--- src/rtl/shift_seq_right_64_pkg.sv ---
// Shared widths, per-pass limit and FSM state encodings for the multi-pass
// ones-fill right-shift sequencer.
package shift_seq_right_64_pkg;

  localparam int DATA_W = 64;
  localparam int SAMT_W = 6;
  localparam int PASS_W = 5;
  localparam logic [SAMT_W-1:0] MAX_PASS = 6'd31;

  typedef enum logic [1:0] {
    ST_IDLE  = 2'd0,
    ST_SHIFT = 2'd1,
    ST_DONE  = 2'd2
  } state_t;

endpackage

--- src/rtl/shift_seq_right_64_barrel.sv ---
// Single-pass 64-bit logarithmic right shifter, 0..31 positions, vacated MSBs
// filled with ones.
module barrel_shift_right_1
  import shift_seq_right_64_pkg::*;
(
  input  logic [DATA_W-1:0] d_in,
  input  logic [PASS_W-1:0] samt,
  output logic [DATA_W-1:0] d_out
);

  logic [DATA_W-1:0] stage [0:PASS_W];

  assign stage[0] = d_in;

  // Stage gi conditionally shifts by 2**gi, pulling ones in from the top.
  for (genvar gi = 0; gi < PASS_W; gi++) begin : g_stage
    localparam int SH = 1 << gi;
    assign stage[gi+1] = samt[gi] ? {{SH{1'b1}}, stage[gi][DATA_W-1:SH]} : stage[gi];
  end

  assign d_out = stage[PASS_W];

endmodule

--- src/rtl/shift_seq_right_64.sv ---
// Valid/ready sequencer that applies a 0..63 ones-fill right shift by
// iterating the 5-bit-amount barrel shifter in passes of at most 31.
module shift_seq_right_64
  import shift_seq_right_64_pkg::*;
(
  input  logic              clk,
  input  logic              rst_n,
  input  logic              flush,
  input  logic              in_valid,
  output logic              in_ready,
  input  logic [DATA_W-1:0] in_data,
  input  logic [SAMT_W-1:0] in_samt,
  output logic              out_valid,
  input  logic              out_ready,
  output logic [DATA_W-1:0] out_data,
  output logic              busy
);

  state_t            state_reg, state_next;
  logic [DATA_W-1:0] data_reg, data_next;
  logic [SAMT_W-1:0] rem_reg, rem_next;
  logic [PASS_W-1:0] pass;
  logic [SAMT_W-1:0] rem_left;
  logic [DATA_W-1:0] shift_out;
  logic              accept;

  assign pass     = (rem_reg > MAX_PASS) ? MAX_PASS[PASS_W-1:0] : rem_reg[PASS_W-1:0];
  assign rem_left = rem_reg - {1'b0, pass};

  barrel_shift_right_1 u_shift (
    .d_in  (data_reg),
    .samt  (pass),
    .d_out (shift_out)
  );

  // in_ready follows out_ready in DONE so a result hand-off and a new
  // request can share one edge; reset and flush both block acceptance.
  assign in_ready  = rst_n && !flush &&
                     ((state_reg == ST_IDLE) || ((state_reg == ST_DONE) && out_ready));
  assign accept    = in_valid && in_ready;
  assign out_valid = (state_reg == ST_DONE);
  assign out_data  = data_reg;
  assign busy      = (state_reg == ST_SHIFT) || (state_reg == ST_DONE);

  always_comb begin
    state_next = state_reg;
    data_next  = data_reg;
    rem_next   = rem_reg;
    case (state_reg)
      ST_IDLE: begin
        if (accept) begin
          data_next  = in_data;
          rem_next   = in_samt;
          state_next = (in_samt == '0) ? ST_DONE : ST_SHIFT;
        end
      end
      ST_SHIFT: begin
        data_next  = shift_out;
        rem_next   = rem_left;
        state_next = (rem_left == '0) ? ST_DONE : ST_SHIFT;
      end
      ST_DONE: begin
        if (accept) begin
          data_next  = in_data;
          rem_next   = in_samt;
          state_next = (in_samt == '0) ? ST_DONE : ST_SHIFT;
        end else if (out_ready) begin
          state_next = ST_IDLE;
        end
      end
      default: state_next = ST_IDLE;
    endcase
    if (flush) begin
      state_next = ST_IDLE;
      rem_next   = '0;
    end
  end

  always_ff @(posedge clk or negedge rst_n) begin
    if (!rst_n) begin
      state_reg <= ST_IDLE;
      data_reg  <= '0;
      rem_reg   <= '0;
    end else begin
      state_reg <= state_next;
      data_reg  <= data_next;
      rem_reg   <= rem_next;
    end
  end

endmodule

--- config.mk ---
export PLATFORM = sky130hd
export DESIGN_NAME = shift_seq_right_64
export DESIGN_NICKNAME = d
export VERILOG_FILES = /design/src/rtl/shift_seq_right_64_pkg.sv /design/src/rtl/shift_seq_right_64_barrel.sv /design/src/rtl/shift_seq_right_64.sv
export SDC_FILE = /design/constraint.sdc
export NUM_CORES = 1
export LEC_CHECK = 0
export ABC_AREA = 1
export BUFFER_PORTS_ARGS = -buffer_cell sky130_fd_sc_hd__buf_2
export CAP_MARGIN = 10
export CORE_ASPECT_RATIO = 2
export CORE_MARGIN = 8
export CORE_UTILIZATION = 40
export CTS_CLUSTER_DIAMETER = 150
export DETAILED_ROUTE_END_ITERATION = 10
export PLACE_DENSITY = 0.72
export SLEW_MARGIN = 5
export SYNTH_ARGS = -nofsm -noshare
export SYNTH_HDL_FRONTEND = slang
export SYNTH_SLANG_ARGS = --single-unit
--- constraint.sdc ---
create_clock -name clk -period 2.1 [get_ports clk]
set_clock_uncertainty 0.15 [all_clocks]
set_input_delay 0 -clock clk [delete_from_list [all_inputs] [get_ports clk]]
set_output_delay 0 -clock clk [all_outputs]
set_load 0.05 [all_outputs]
# [After elaboration in Yosys (flattened, before gate mapping)]
# Cells that the tools add are included.
[totals] ff_bits=72 input_bits=75
[classes] reduce_logical=17 n_mux=18 eq_ne=7 order_cmp=1 n_addsub=1
[ops] op="$mux 64" n=6
[ops] op="$pmux 64 s2" n=1
[ops] op="$logic_not 6->1" n=2
[ops] op="$mux 2" n=6
[ops] op="$mux 6" n=2
[ops] op="$pmux 6 s2" n=1
[ops] op="$gt 6x5->1 const B" n=1
[ops] op="$ne 6x6->1 const B" n=1
[ops] op="$pmux 2 s3" n=1
[ops] op="$reduce_and 2->1" n=3
[ops] op="$sub 6x5->6" n=1
[ops] op="$mux 5" n=1
[ops] op="$logic_and 1x1->1" n=4
[ops] op="$ne 4x2->1 const B" n=1
[ops] op="$ne 3x1->1 const B" n=1
[ops] op="$ne 3x3->1 const B" n=1
[ops] op="$reduce_and 3->1" n=1
[ops] op="$reduce_bool 3->1" n=1
[ops] op="$eq 2x1->1 const B" n=1
[ops] op="$eq 2x2->1 const B" n=1
[ops] op="$logic_not 2->1" n=1
[ops] op="$logic_or 1x1->1" n=2
[ops] op="$ne 2x1->1 const B" n=1
[ops] op="$reduce_bool 2->1" n=1
[ops] op="other kinds (2)" n=2

# [Longest topological paths before layout]
[logic_depth] ltp_word=8 mapped_depth=15

# [By module]
# A second synthesis with hierarchy kept.
[hier_totals] cells_unflattened=1324 hier_area_um2=7413.4
[by_module_without_submodules] module="shift_seq_right_64" cells_per_inst=584 n_inst=1 seq_area_each_um2=1801.7 area_per_inst_um2=3957.5
[by_module_without_submodules] module="barrel_shift_right_1" cells_per_inst=740 n_inst=1 seq_area_each_um2=0.0 area_per_inst_um2=3455.8

# [Worst setup path before layout]
# Ideal clock, no wire load.
[synth_path] path_type="reg-to-reg" start="reg state_reg[0]" end="reg data_reg[40], in the netlist out_data[40]" setup_slack_ps=-161 setup_time_ps=124 period_less_slack_ps=2261 required_time_ps=1826 arrival_ps=1987 path_stages_with_launch=13 path_buffers=1 cell_sequence="dfrtp_1 inv_1 ha_1 nor2_1 inv_2 nand3_2 nand2_2 nand2_2 inv_2 buf_2 nand2_1 a21oi_1 a21oi_1"
[synth_via] elab_chain_len=7
[synth_rtl] item="from (decl)" line="shift_seq_right_64.sv:19" rtl="state_t state_reg, state_next;"
[synth_rtl] item="from (signal assigned)" line="shift_seq_right_64.sv:85" rtl="state_reg <= state_next;"
[synth_rtl] item="$eq 2x2->1 *"
[synth_rtl] item="via out_valid" line="shift_seq_right_64.sv:13" rtl="output logic out_valid,"
[synth_rtl] item="$logic_and 1x1->1" line="shift_seq_right_64.sv:39" rtl="((state_reg == ST_IDLE) || ((state_reg == ST_DONE) && out_ready));"
[synth_rtl] item="$logic_or 1x1->1" line="shift_seq_right_64.sv:39"
[synth_rtl] item="$logic_and 1x1->1" line="shift_seq_right_64.sv:38" rtl="assign in_ready = rst_n && !flush &&"
[synth_rtl] item="$logic_and 1x1->1" line="shift_seq_right_64.sv:40" rtl="assign accept = in_valid && in_ready;"
[synth_rtl] item="$ne 2x1->1 (no source line)"
[synth_rtl] item="$reduce_and 2->1 (no source line)"
[synth_rtl] item="to (signal assigned)" line="shift_seq_right_64.sv:86" rtl="data_reg <= data_next;"
[synth_rtl] item="to (decl)" line="shift_seq_right_64.sv:20" rtl="logic [DATA_W-1:0] data_reg, data_next;"
# Mark *: on every way through the listed nets, which the timed path passes. The rest lies on a longest branch.
# A chain may end at the register's enable or synchronous reset.

# [Worst setup path after layout]
[layout_path] start="reg state_reg[1]" end="reg data_reg[35], in the netlist out_data[35]"
[layout_via] elab_chain_len=7
[layout_rtl] item="$eq 2x2->1" line="shift_seq_right_64.sv:39, shift_seq_right_64.sv:49"
[layout_rtl] item="$logic_and 1x1->1" line="shift_seq_right_64.sv:39"
[layout_rtl] item="$logic_or 1x1->1" line="shift_seq_right_64.sv:39"
[layout_rtl] item="$logic_and 1x1->1" line="shift_seq_right_64.sv:38"
[layout_rtl] item="$logic_and 1x1->1" line="shift_seq_right_64.sv:40"
[layout_rtl] item="$ne 2x1->1 (no source line)"
[layout_rtl] item="$reduce_and 2->1 (no source line)"
# Parallel ways exist; a longest one is shown, timed or not.

==> results.txt <==
----------------------------------------------------
[Place]
  Post-detail-place hpwl ... 25,240 microns
  Routability cong. ... 0.9782
  Count of placed standard cells including taps ... 1,577
  Port bufs ... 141
  Dpl ws ... -0.06985 ns

[Timing]
  Final worst setup slack ... 0.01851 ns
  Final-report hold violation count ... 0
  Maximum clock frequency ... 480.4 MHz
  Final clock period utilization by the worst path ... 99.12%
  Finish-stage setup viols ... 0
  Final period demand of the worst path ... 2.081 ns
  Final Max Tran Viols ... 0
  Worst Hold Slack ... 0.002859 ns
  RSZ-0062 raised after global routing ... yes
  Final setup TNS ... 0 ns
  Rel. slew slack ... 59.94%
  Least-Margin Pin Slew ... 0.6010 ns

[Clocking]
  CTS Root Cell ... clkbuf_16
  Sink count of the clock tree ... 72
  Number of H-tree branching levels ... 3
  Buffer depth of the longest clock path ... 2
  TritonCTS clock tree ... built
  Clock network latency to the later pin of the worst-skew pair ... 0.35 ns
  Clock transition at the registers of the reported paths ... 0.06 ns
  Number of buffers inserted during clock tree synthesis ... 9

[Detailed routing]
  Count of routing violations after the opening detailed-route iteration ... 1,176
  Post-route DRC violation count ... 0
  DR pass1 iterations ... 5
  Wire length after detailed routing ... 35,560 microns
  Post-detailed-route via-to-cell ratio ... 6.104
  Average wire length per cell after detail routing ... 21.18 microns
  Post-DRT Antenna Nets ... 0
  Detailed-route via count ... 10,250

[Synthesis]
  Synthesized instance count ... 1,208
  Total of warnings raised by yosys ... 0
  Synthesized net count ... 1,289
  Post-synthesis sequential element count ... 72
  Unique cell type count in the Yosys netlist ... 35
  Most used flip-flop cell after synthesis ... dfrtp_1
  Ys async rst share ... 100.0%
  Part of the Yosys area used for sequential elements ... 25.30%
  Syn Std Cell Area ... 7121 sq um
  Count of flip-flops with a built-in enable after synthesis ... 0
  Avg Cell Area, Syn ... 5.895 sq um

[Setup path]
  Worst Setup Start Kind ... register
  Required time of the critical path ... 2.19 ns
  Endpoint class of the critical path ... register
  Worst path top cell family by delay ... simple AND/OR/NAND/NOR gates
  Stage delay of the slowest cell on the critical path ... 0.42 ns
  Critical-path top delay cell ... dfrtp_1
  Worst path cell trace ... buf_6 > ha_4 > nor2_4 > inv_4 > nand3_2 > nand2_4 > nand2_8 > inv_8 > clkbuf_16 > or2_2 > nand2_1 > inv_1
  Kind of critical path ... reg2reg
  Signal arrival time at the worst endpoint ... 2.17 ns
  Buf/Inv on CP ... 5
  Maximum fanout along the worst path ... 8

[GRT]
  Largest net degree at the start of global routing ... 45
  Global-route wire length before repair ... 52,350 microns
  Overall global routing resource usage ... 29.91%
  Global route total overflow ... 0
  Antenna violations before repair ... 1
  Vias in the first global route ... 9,848

[Final layout]
  Net total in the final layout ... 1,543
  Final std cells w/o fill ... 1,679
  Number of flip-flops under the largest register name ... 64
  Commonest non-fill, non-tap cell in the layout ... nand3_1
  Layout cell share with drive strength beyond 1 ... 23.96%
  Top library cells by usage in the layout, fill and taps aside ... nand3_1, nand2_1, buf_2, buf_4, dlygate4sd3_1
  Area delta synth->final ... 42.38%

[Floorplan]
  IO Pins ... 142
  Die Ht ... 204.7 microns
  Horizontal extent of the die ... 110.3 microns
  Die Outline Area ... 22,590 sq um
  Number of standard-cell rows in the floorplan ... 69
  Placeable core area ... 17,610 sq um
  Starting density of the core ... 40.43%

[Job]
  Max capacitance violation total ... 0

[Status]
  Status ... complete, no violations

[Hold path]
  Worst hold path type ... in2reg

----------------------------------------------------
-- metal layers --
layer / vias to the layer above / global-route usage (%) / wire length (microns)
met5: - / 0 / 0
met4: 0 / 19.69 / 2758
met3: 187 / 4.411 / 3335
met2: 749 / 50.28 / 17210
met1: 4695 / 33.66 / 12250
li1: 4617 / - / -
-- path summary, 6_finish.rpt --
kind / start / to / slack (ns) / cells past startpoint
max: state_reg[1] / out_data[35] / 0.02 / 12
min in group asynchronous: rst_n / out_data[4] / 0.16 / 3
min reg2reg: out_data[42] / out_data[42] / 0.40 / 2
max reg2reg: state_reg[1] / out_data[35] / 0.02 / 12
min: in_data[0] / out_data[0] / 0.003 / 7
max in group asynchronous: rst_n / rem_reg[5] / 0.63 / 4
-- stage by stage --
step           instance area, sq um  utilization (%)
6_report                      10140            57.57
4_1_cts                        9709            55.13
5_1_grt                       10140            57.57
3_5_place_dp                   8657            49.15
3_3_place_gp                   8657            49.15
2_1_floorplan                  7133                -
-- cell usage after synthesis (2+ instances only) --
master	count	area share, %
nand3_1	476	33
o22ai_1	4	0.35
o21ai_0	16	1.1
buf_4	4	0.42
nor2_4	3	0.47
nand2_2	3	0.26
clkbuf_1	24	1.3
ha_1	6	1.1
nand2_1	310	16
buf_6	5	0.79
inv_2	7	0.37
or2_2	23	2.0
and3_1	2	0.18
inv_1	73	3.8
buf_1	12	0.63
dfrtp_1	72	25
o21ai_1	9	0.63
o211ai_1	5	0.53
a21oi_1	66	4.6
nor2_1	33	1.7
buf_2	38	2.7
or2_1	4	0.35
-- final cells by class --
| cell class | count | area (sq um) |
|---|---|---|
| diodes | 1 | 2.502 |
| clock buffers | 13 | 250.2 |
| clock inverters | 1 | 5.005 |
| fillers | 1700 | 7473 |
| inverters | 80 | 312.8 |
| multi-input cells | 972 | 4833 |
| flip-flops and latches | 72 | 1803 |
| well taps | 213 | 266.5 |
| repair buffers | 327 | 2665 |
-- kinds of logic after synthesis --
logic type / synth area share (%)
adders and majority gates: 1.054
buffers and inverters: 10.21
and+or+nand+nor: 55.23
AOI/OAI and AO/OA: 8.083
xor gates and xnor gates: 0.1230
DFF: 25.30
-- worst register-to-register path, stage by stage, from the launching register on --
cell and delay, ns:
dfrtp_1 0.42, buf_6 0.14, ha_4 0.16, nor2_4 0.12
inv_4 0.07, nand3_2 0.11, nand2_4 0.08, nand2_8 0.12
inv_8 0.07, clkbuf_16 0.17, or2_2 0.28, nand2_1 0.07
inv_1 0.04
-- what timing repair did --
| action | in CTS | in global routing |
|---|---|---|
| setup endpoints to repair | 28 | 64 |
| endpoints found under the hold margin | 102 | 0 |
| gates resized for setup | 8 | 55 |
| pin swaps | 2 | 3 |
| gates cloned | 1 | 7 |
| hold buffers | 73 | 0 |
| buffers inserted | 1 | 5 |
Power is left out: the tool's default activity adds up to more than one toggle a clock period on the data nets, which glitch-free logic cannot reach.
